**src/rtl/spi_master_param.sv**
```systemverilog
// SPI master with parameterised word width, SCLK divider, SPI mode, bit order and chip-select count.
// Latency: a start accepted at cycle T0 keeps busy high for CLK_DIV*(2*DATA_WIDTH+2) cycles; done pulses the cycle after.
// Backpressure: start is ignored while busy_o=1; a start in the done cycle (busy_o=0) is accepted.
module spi_master_param #(
    parameter int DATA_WIDTH = 16,
    parameter int CLK_DIV    = 2,
    parameter bit CPOL       = 1'b0,
    parameter bit CPHA       = 1'b0,
    parameter bit MSB_FIRST  = 1'b1,
    parameter int NUM_CS     = 2,
    localparam int CSW       = $clog2(NUM_CS),
    localparam int CW        = $clog2(DATA_WIDTH + 1)
) (
    input  logic                  clk_i,
    input  logic                  rst_ni,
    input  logic                  start_i,
    input  logic [DATA_WIDTH-1:0] tx_data_i,
    input  logic [CSW-1:0]        cs_sel_i,
    input  logic                  spi_miso_i,
    output logic                  busy_o,
    output logic                  done_o,
    output logic [DATA_WIDTH-1:0] rx_data_o,
    output logic                  spi_sclk_o,
    output logic                  spi_mosi_o,
    output logic [NUM_CS-1:0]     spi_cs_l_o,
    output logic [CW-1:0]         counter_o
);
    localparam int              HW        = $clog2(2 * DATA_WIDTH);
    localparam logic [7:0]      DIV_LAST  = 8'(CLK_DIV - 1);
    localparam logic [HW-1:0]   HALF_LAST = HW'(2 * DATA_WIDTH - 1);

    typedef enum logic [1:0] {IDLE, SETUP, SHIFT, HOLD} state_e;

    state_e                  state_q, state_d;
    logic [7:0]              div_q, div_d;
    logic [HW-1:0]           half_q, half_d;
    logic                    sclk_q, sclk_d;
    logic                    mosi_q, mosi_d;
    logic                    done_q, done_d;
    logic [NUM_CS-1:0]       cs_q, cs_d;
    logic [CW-1:0]           cnt_q, cnt_d;
    logic [DATA_WIDTH-1:0]   txsh_q, txsh_d;
    logic [DATA_WIDTH-1:0]   rxsh_q, rxsh_d;
    logic [DATA_WIDTH-1:0]   rx_q, rx_d;
    logic                    div_end;
    logic                    edge_v;
    logic                    edge_odd;

    // Next-state logic: sequencing through the four phases plus SCLK edge actions.
    // Edge k (k = 0 .. 2*DATA_WIDTH-1) opens half-period k of SHIFT; even k is a leading edge.
    always_comb begin
        state_d  = state_q;
        div_d    = div_q;
        half_d   = half_q;
        sclk_d   = sclk_q;
        mosi_d   = mosi_q;
        done_d   = 1'b0;
        cs_d     = cs_q;
        cnt_d    = cnt_q;
        txsh_d   = txsh_q;
        rxsh_d   = rxsh_q;
        rx_d     = rx_q;
        edge_v   = 1'b0;
        edge_odd = 1'b0;
        div_end  = (div_q == DIV_LAST);

        case (state_q)
            IDLE: begin
                if (start_i) begin
                    state_d = SETUP;
                    div_d   = '0;
                    half_d  = '0;
                    cnt_d   = CW'(DATA_WIDTH);
                    rxsh_d  = '0;
                    // Out-of-range selects match no index, so every chip select stays high.
                    for (int i = 0; i < NUM_CS; i++) begin
                        cs_d[i] = (int'(cs_sel_i) != i);
                    end
                    if (!CPHA) begin
                        // First bit must already be on the line before the first leading edge.
                        mosi_d = MSB_FIRST ? tx_data_i[DATA_WIDTH-1] : tx_data_i[0];
                        txsh_d = MSB_FIRST ? (tx_data_i << 1) : (tx_data_i >> 1);
                    end else begin
                        mosi_d = 1'b0;
                        txsh_d = tx_data_i;
                    end
                end
            end
            SETUP: begin
                if (div_end) begin
                    state_d  = SHIFT;
                    div_d    = '0;
                    half_d   = '0;
                    edge_v   = 1'b1;
                    edge_odd = 1'b0;
                end else begin
                    div_d = div_q + 8'd1;
                end
            end
            SHIFT: begin
                if (div_end) begin
                    div_d = '0;
                    if (half_q == HALF_LAST) begin
                        // SCLK already returned to idle at the start of this last half.
                        state_d = HOLD;
                    end else begin
                        half_d   = half_q + HW'(1);
                        edge_v   = 1'b1;
                        edge_odd = ~half_q[0];
                    end
                end else begin
                    div_d = div_q + 8'd1;
                end
            end
            HOLD: begin
                if (div_end) begin
                    state_d = IDLE;
                    div_d   = '0;
                    cs_d    = '1;
                    done_d  = 1'b1;
                    rx_d    = rxsh_q;
                    mosi_d  = 1'b0;
                end else begin
                    div_d = div_q + 8'd1;
                end
            end
            default: state_d = IDLE;
        endcase

        if (edge_v) begin
            sclk_d = ~sclk_q;
            if (edge_odd == CPHA) begin
                // Sample edge: leading for CPHA=0, trailing for CPHA=1.
                rxsh_d = MSB_FIRST ? {rxsh_q[DATA_WIDTH-2:0], spi_miso_i}
                                   : {spi_miso_i, rxsh_q[DATA_WIDTH-1:1]};
                cnt_d  = cnt_q - CW'(1);
            end else begin
                // Launch edge: present the next bit.
                mosi_d = MSB_FIRST ? txsh_q[DATA_WIDTH-1] : txsh_q[0];
                txsh_d = MSB_FIRST ? (txsh_q << 1) : (txsh_q >> 1);
            end
        end
    end

    // State and datapath registers; reset aborts any transfer without a done pulse.
    always_ff @(posedge clk_i or negedge rst_ni) begin
        if (!rst_ni) begin
            state_q <= IDLE;
            div_q   <= '0;
            half_q  <= '0;
            sclk_q  <= CPOL;
            mosi_q  <= 1'b0;
            done_q  <= 1'b0;
            cs_q    <= '1;
            cnt_q   <= '0;
            txsh_q  <= '0;
            rxsh_q  <= '0;
            rx_q    <= '0;
        end else begin
            state_q <= state_d;
            div_q   <= div_d;
            half_q  <= half_d;
            sclk_q  <= sclk_d;
            mosi_q  <= mosi_d;
            done_q  <= done_d;
            cs_q    <= cs_d;
            cnt_q   <= cnt_d;
            txsh_q  <= txsh_d;
            rxsh_q  <= rxsh_d;
            rx_q    <= rx_d;
        end
    end

    assign busy_o     = (state_q != IDLE);
    assign done_o     = done_q;
    assign rx_data_o  = rx_q;
    assign spi_sclk_o = sclk_q;
    assign spi_mosi_o = mosi_q;
    assign spi_cs_l_o = cs_q;
    assign counter_o  = cnt_q;
endmodule

```
**config.mk**
```make
export PLATFORM = sky130hd
export DESIGN_NAME = spi_master_param
export DESIGN_NICKNAME = d
export VERILOG_FILES = /design/src/rtl/spi_master_param.sv
export SDC_FILE = /design/constraint.sdc
export NUM_CORES = 1
export LEC_CHECK = 0
export CAP_MARGIN = 20
export CORE_UTILIZATION = 51
export CTS_BUF_LIST = sky130_fd_sc_hd__clkbuf_8
export CTS_CLUSTER_DIAMETER = 60
export DETAILED_ROUTE_END_ITERATION = 16
export PLACE_DENSITY = 0.78
export SYNTH_ARGS = -nofsm -noshare
export SYNTH_HDL_FRONTEND = slang
export SYNTH_SLANG_ARGS = --single-unit
```
**constraint.sdc**
```tcl
create_clock -name clk_i -period 2.3 [get_ports clk_i]
set_input_delay 0.46 -clock clk_i [delete_from_list [all_inputs] [get_ports clk_i]]
set_output_delay 0.46 -clock clk_i [all_outputs]
set_load 0.03 [all_outputs]
```
==> flow_summary.json <==
{
  "relSlewSlack_pct": 62.1,
  "die_h_um": 84.1,
  "synth.top_cell.area_share_pct": 51.7,
  "crit_path_max_incr_delay_ns": 0.39,
  "grt_pass1_wl_mm": 11.6,
  "post_cts_buffers": 0,
  "cp_num_buf_inv": 1,
  "hold_buffers": 0,
  "clk_pin_slew_ns": 0.07,
  "fill_cells": 516,
  "period_minus_slack_ns": 2.05,
  "io_pins": 48,
  "required_ns": 2.54,
  "max_freq_mhz": 487,
  "clockPowerShare_pct": 38.6,
  "ys_ff_latch": 73,
  "drv_cap": 0,
  "synth.net_count": 347,
  "ir_worst_vdd_mv": 0.362,
  "grt_max_degree": 74,
  "die-area_um2": 7070,
  "syn_inst": 316,
  "drc": 8,
  "hold_viol": 0,
  "drt_wl_total_mm": 6.61,
  "p_sw_share_pct": 21.9,
  "rsz0062_at_grt": "false",
  "power_mw": 2.27,
  "synthArstFlopShare_pct": 100,
  "cts_tree": "done",
  "layout-drive-gt1-share_pct": 14.2,
  "synth_edf_count": 0,
  "worstPathCellList": "ha_1 -> and3_1 -> ha_1 -> nor2b_1 -> mux2i_1 -> buf_4 -> nor3b_1 -> a31o_2",
  "seq_power_share_pct": 57.4,
  "num-nets-final": 401,
  "postRouteAntennaNets": 0,
  "crit_start": "half_q[0]",
  "p_int_mw": 1.78,
  "portBuffers": 47,
  "crit_path_frequent_cell": "ha_1",
  "drtIter0Drc": 135,
  "gr-total-overflow": 0,
  "core_um2": 6420,
  "slowest_stage": "dfrtp_1",
  "clock_sinks": 73,
  "status": "complete, but fails checks",
  "crit_type": "flip-flop to flip-flop",
  "syn_area_per_cell_um2": 10.9,
  "diodes": 0,
  "detail_route.wl_per_cell_um": 14.7,
  "clk_latency_ns": 0.34,
  "synthDistinctLibCells": 43,
  "setup_viol": 0,
  "critPathMaxFanout": 20,
  "cts.path.max_buffers": 2,
  "synth_flop_cell": "dfrtp_1",
  "critical_path.top_delay_family": "simple AND/OR/NAND/NOR gates",
  "finalSetupTns_ns": 0,
  "failed_checks": "design-rule violations",
  "antenna_found_initial": 0,
  "globalplace.congestion": 0.779,
  "worstMarginPinSlew_ns": 0.569,
  "hp-class": "input port to asynchronous set/reset pin",
  "fin_crit_sh_pct": 89.2,
  "yosys_warnings": 0,
  "ys_seq_area_share_pct": 53.2,
  "synthTopCellsByCount": "dfrtp_1, inv_1, nor2_1",
  "switching_power_mw": 0.497,
  "row_count": 29,
  "cts_resized": 1,
  "synthTopCellsByArea": "dfrtp_1, mux2_2, mux2i_1",
  "p_leak_nw": 2.05,
  "critPathCaptureType": "flip-flop",
  "synth_area_leader_cell": "dfrtp_1",
  "routed_via_density": 5.67,
  "cts_root_buffer": "clkbuf_8",
  "slew_viol_final": 0,
  "drtPass1Iterations": 10,
  "worstPathArrival_ns": 2.29,
  "p_per_area_nw_per_um2": 541,
  "synth_most_common_cell": "dfrtp_1",
  "numCtsBuffers": 9,
  "dp_hpwl_mm": 4.44,
  "r2r_start": "half_q[0]",
  "vias": 2551,
  "synthToLayoutAreaGrowth_pct": 22.2,
  "initial_core_util_pct": 53.5,
  "start_kind": "flip-flop",
  "htree_levels": 3,
  "syn-cell-area_um2": 3440,
  "fin_worst_skew_ns": 0.00667,
  "die_w_um": 84.1,
  "pwr-share-comb_pct": 3.9,
  "grt_pass1_vias": 2450,
  "grt_util_all_layers_pct": 20.8
}
-- per-stage QoR --
step | worst slack (ns) | instance area (um2) | util, % | hold slack [ns] | std cells
global placement | 0.307 | 4030 | 62.8 | 0.460 | 436
detailed placement | 0.245 | 4030 | 62.8 | 0.465 | 436
floorplan | 0.138 | 3440 | - | 0.164 | 316
finish | 0.248 | 4200 | 65.4 | 0.106 | 450
global route | 0.0656 | 4200 | 65.4 | 0.161 | 450
CTS | 0.232 | 4200 | 65.4 | 0.142 | 450
-- registers in the layout (all words and copies together), names as in the netlist --
| name | cells |
|---|---|
| done_o | 1 |
| div_q | 8 |
| txsh_q | 16 |
| counter_o | 5 |
| state_q | 2 |
| rx_data_o | 16 |
| spi_sclk_o | 1 |
| spi_mosi_o | 1 |
| spi_cs_l_o | 2 |
| rxsh_q | 16 |
| half_q | 5 |
-- power groups by stage --
stage	registers [mW]	logic (mW)	clock network, mW
floorplan	1.33	0.0172	0
global placement	1.33	0.0910	0
detailed placement	1.33	0.0922	0
CTS	1.31	0.0926	0.909
global route	1.31	0.101	0.956
finish	1.31	0.0897	0.878
-- cell families after synthesis --
family,count (synthesis),share of synthesized area (%)
multiplexers,35,10.8
AO/OA/AOI/OAI,90,16.7
buffers and inverters,41,4.84
adder cells (fa/ha/maj),10,3.64
AND/OR/NAND/NOR,64,10.0
XOR/XNOR,3,0.764
flip-flops,73,53.2
-- layout by cell type, fill, tap and decap left out, drive strengths merged, types with 14 or more instances in the layout --
master,n
a21oi,22
buf,14
clkdlybuf4s50,45
dfrtp,71
inv,24
mux2,17
mux2i,18
nor2,24
o211ai,19
o21ai,22
-- path summary, 6_finish.rpt --
kind / endpoint / slack, ns / cells past startpoint
worst max-delay path: rxsh_q[15] / 0.25 / 8
worst min-delay path: div_q[3] / 0.11 / 2
worst max register to register: rxsh_q[15] / 0.25 / 8
worst min register to register: spi_sclk_o / 0.48 / 1
max in group asynchronous: half_q[1] / 1.85 / 2
min in group clk_i: spi_sclk_o / 0.48 / 1
-- final cells by class --
class | instances | area [um2] | share of cell area (%)
sequential | 73 | 1830 | 43.5
clock buffer | 11 | 151 | 3.60
inverter | 24 | 90.1 | 2.14
multi-input combinational | 202 | 1440 | 34.3
timing repair buffer | 60 | 574 | 13.7
tap | 77 | 96.3 | 2.29
clock inverter | 3 | 17.5 | 0.417
-- metal layers --
metal	up-vias	track usage (%)	wire, um
li1	1242	-	-
met1	1244	29.0	3170
met2	56	31.4	3070
met3	9	5.24	280
met4	0	7.99	85
met5	-	0	0
(Power assumes the default switching activity.)
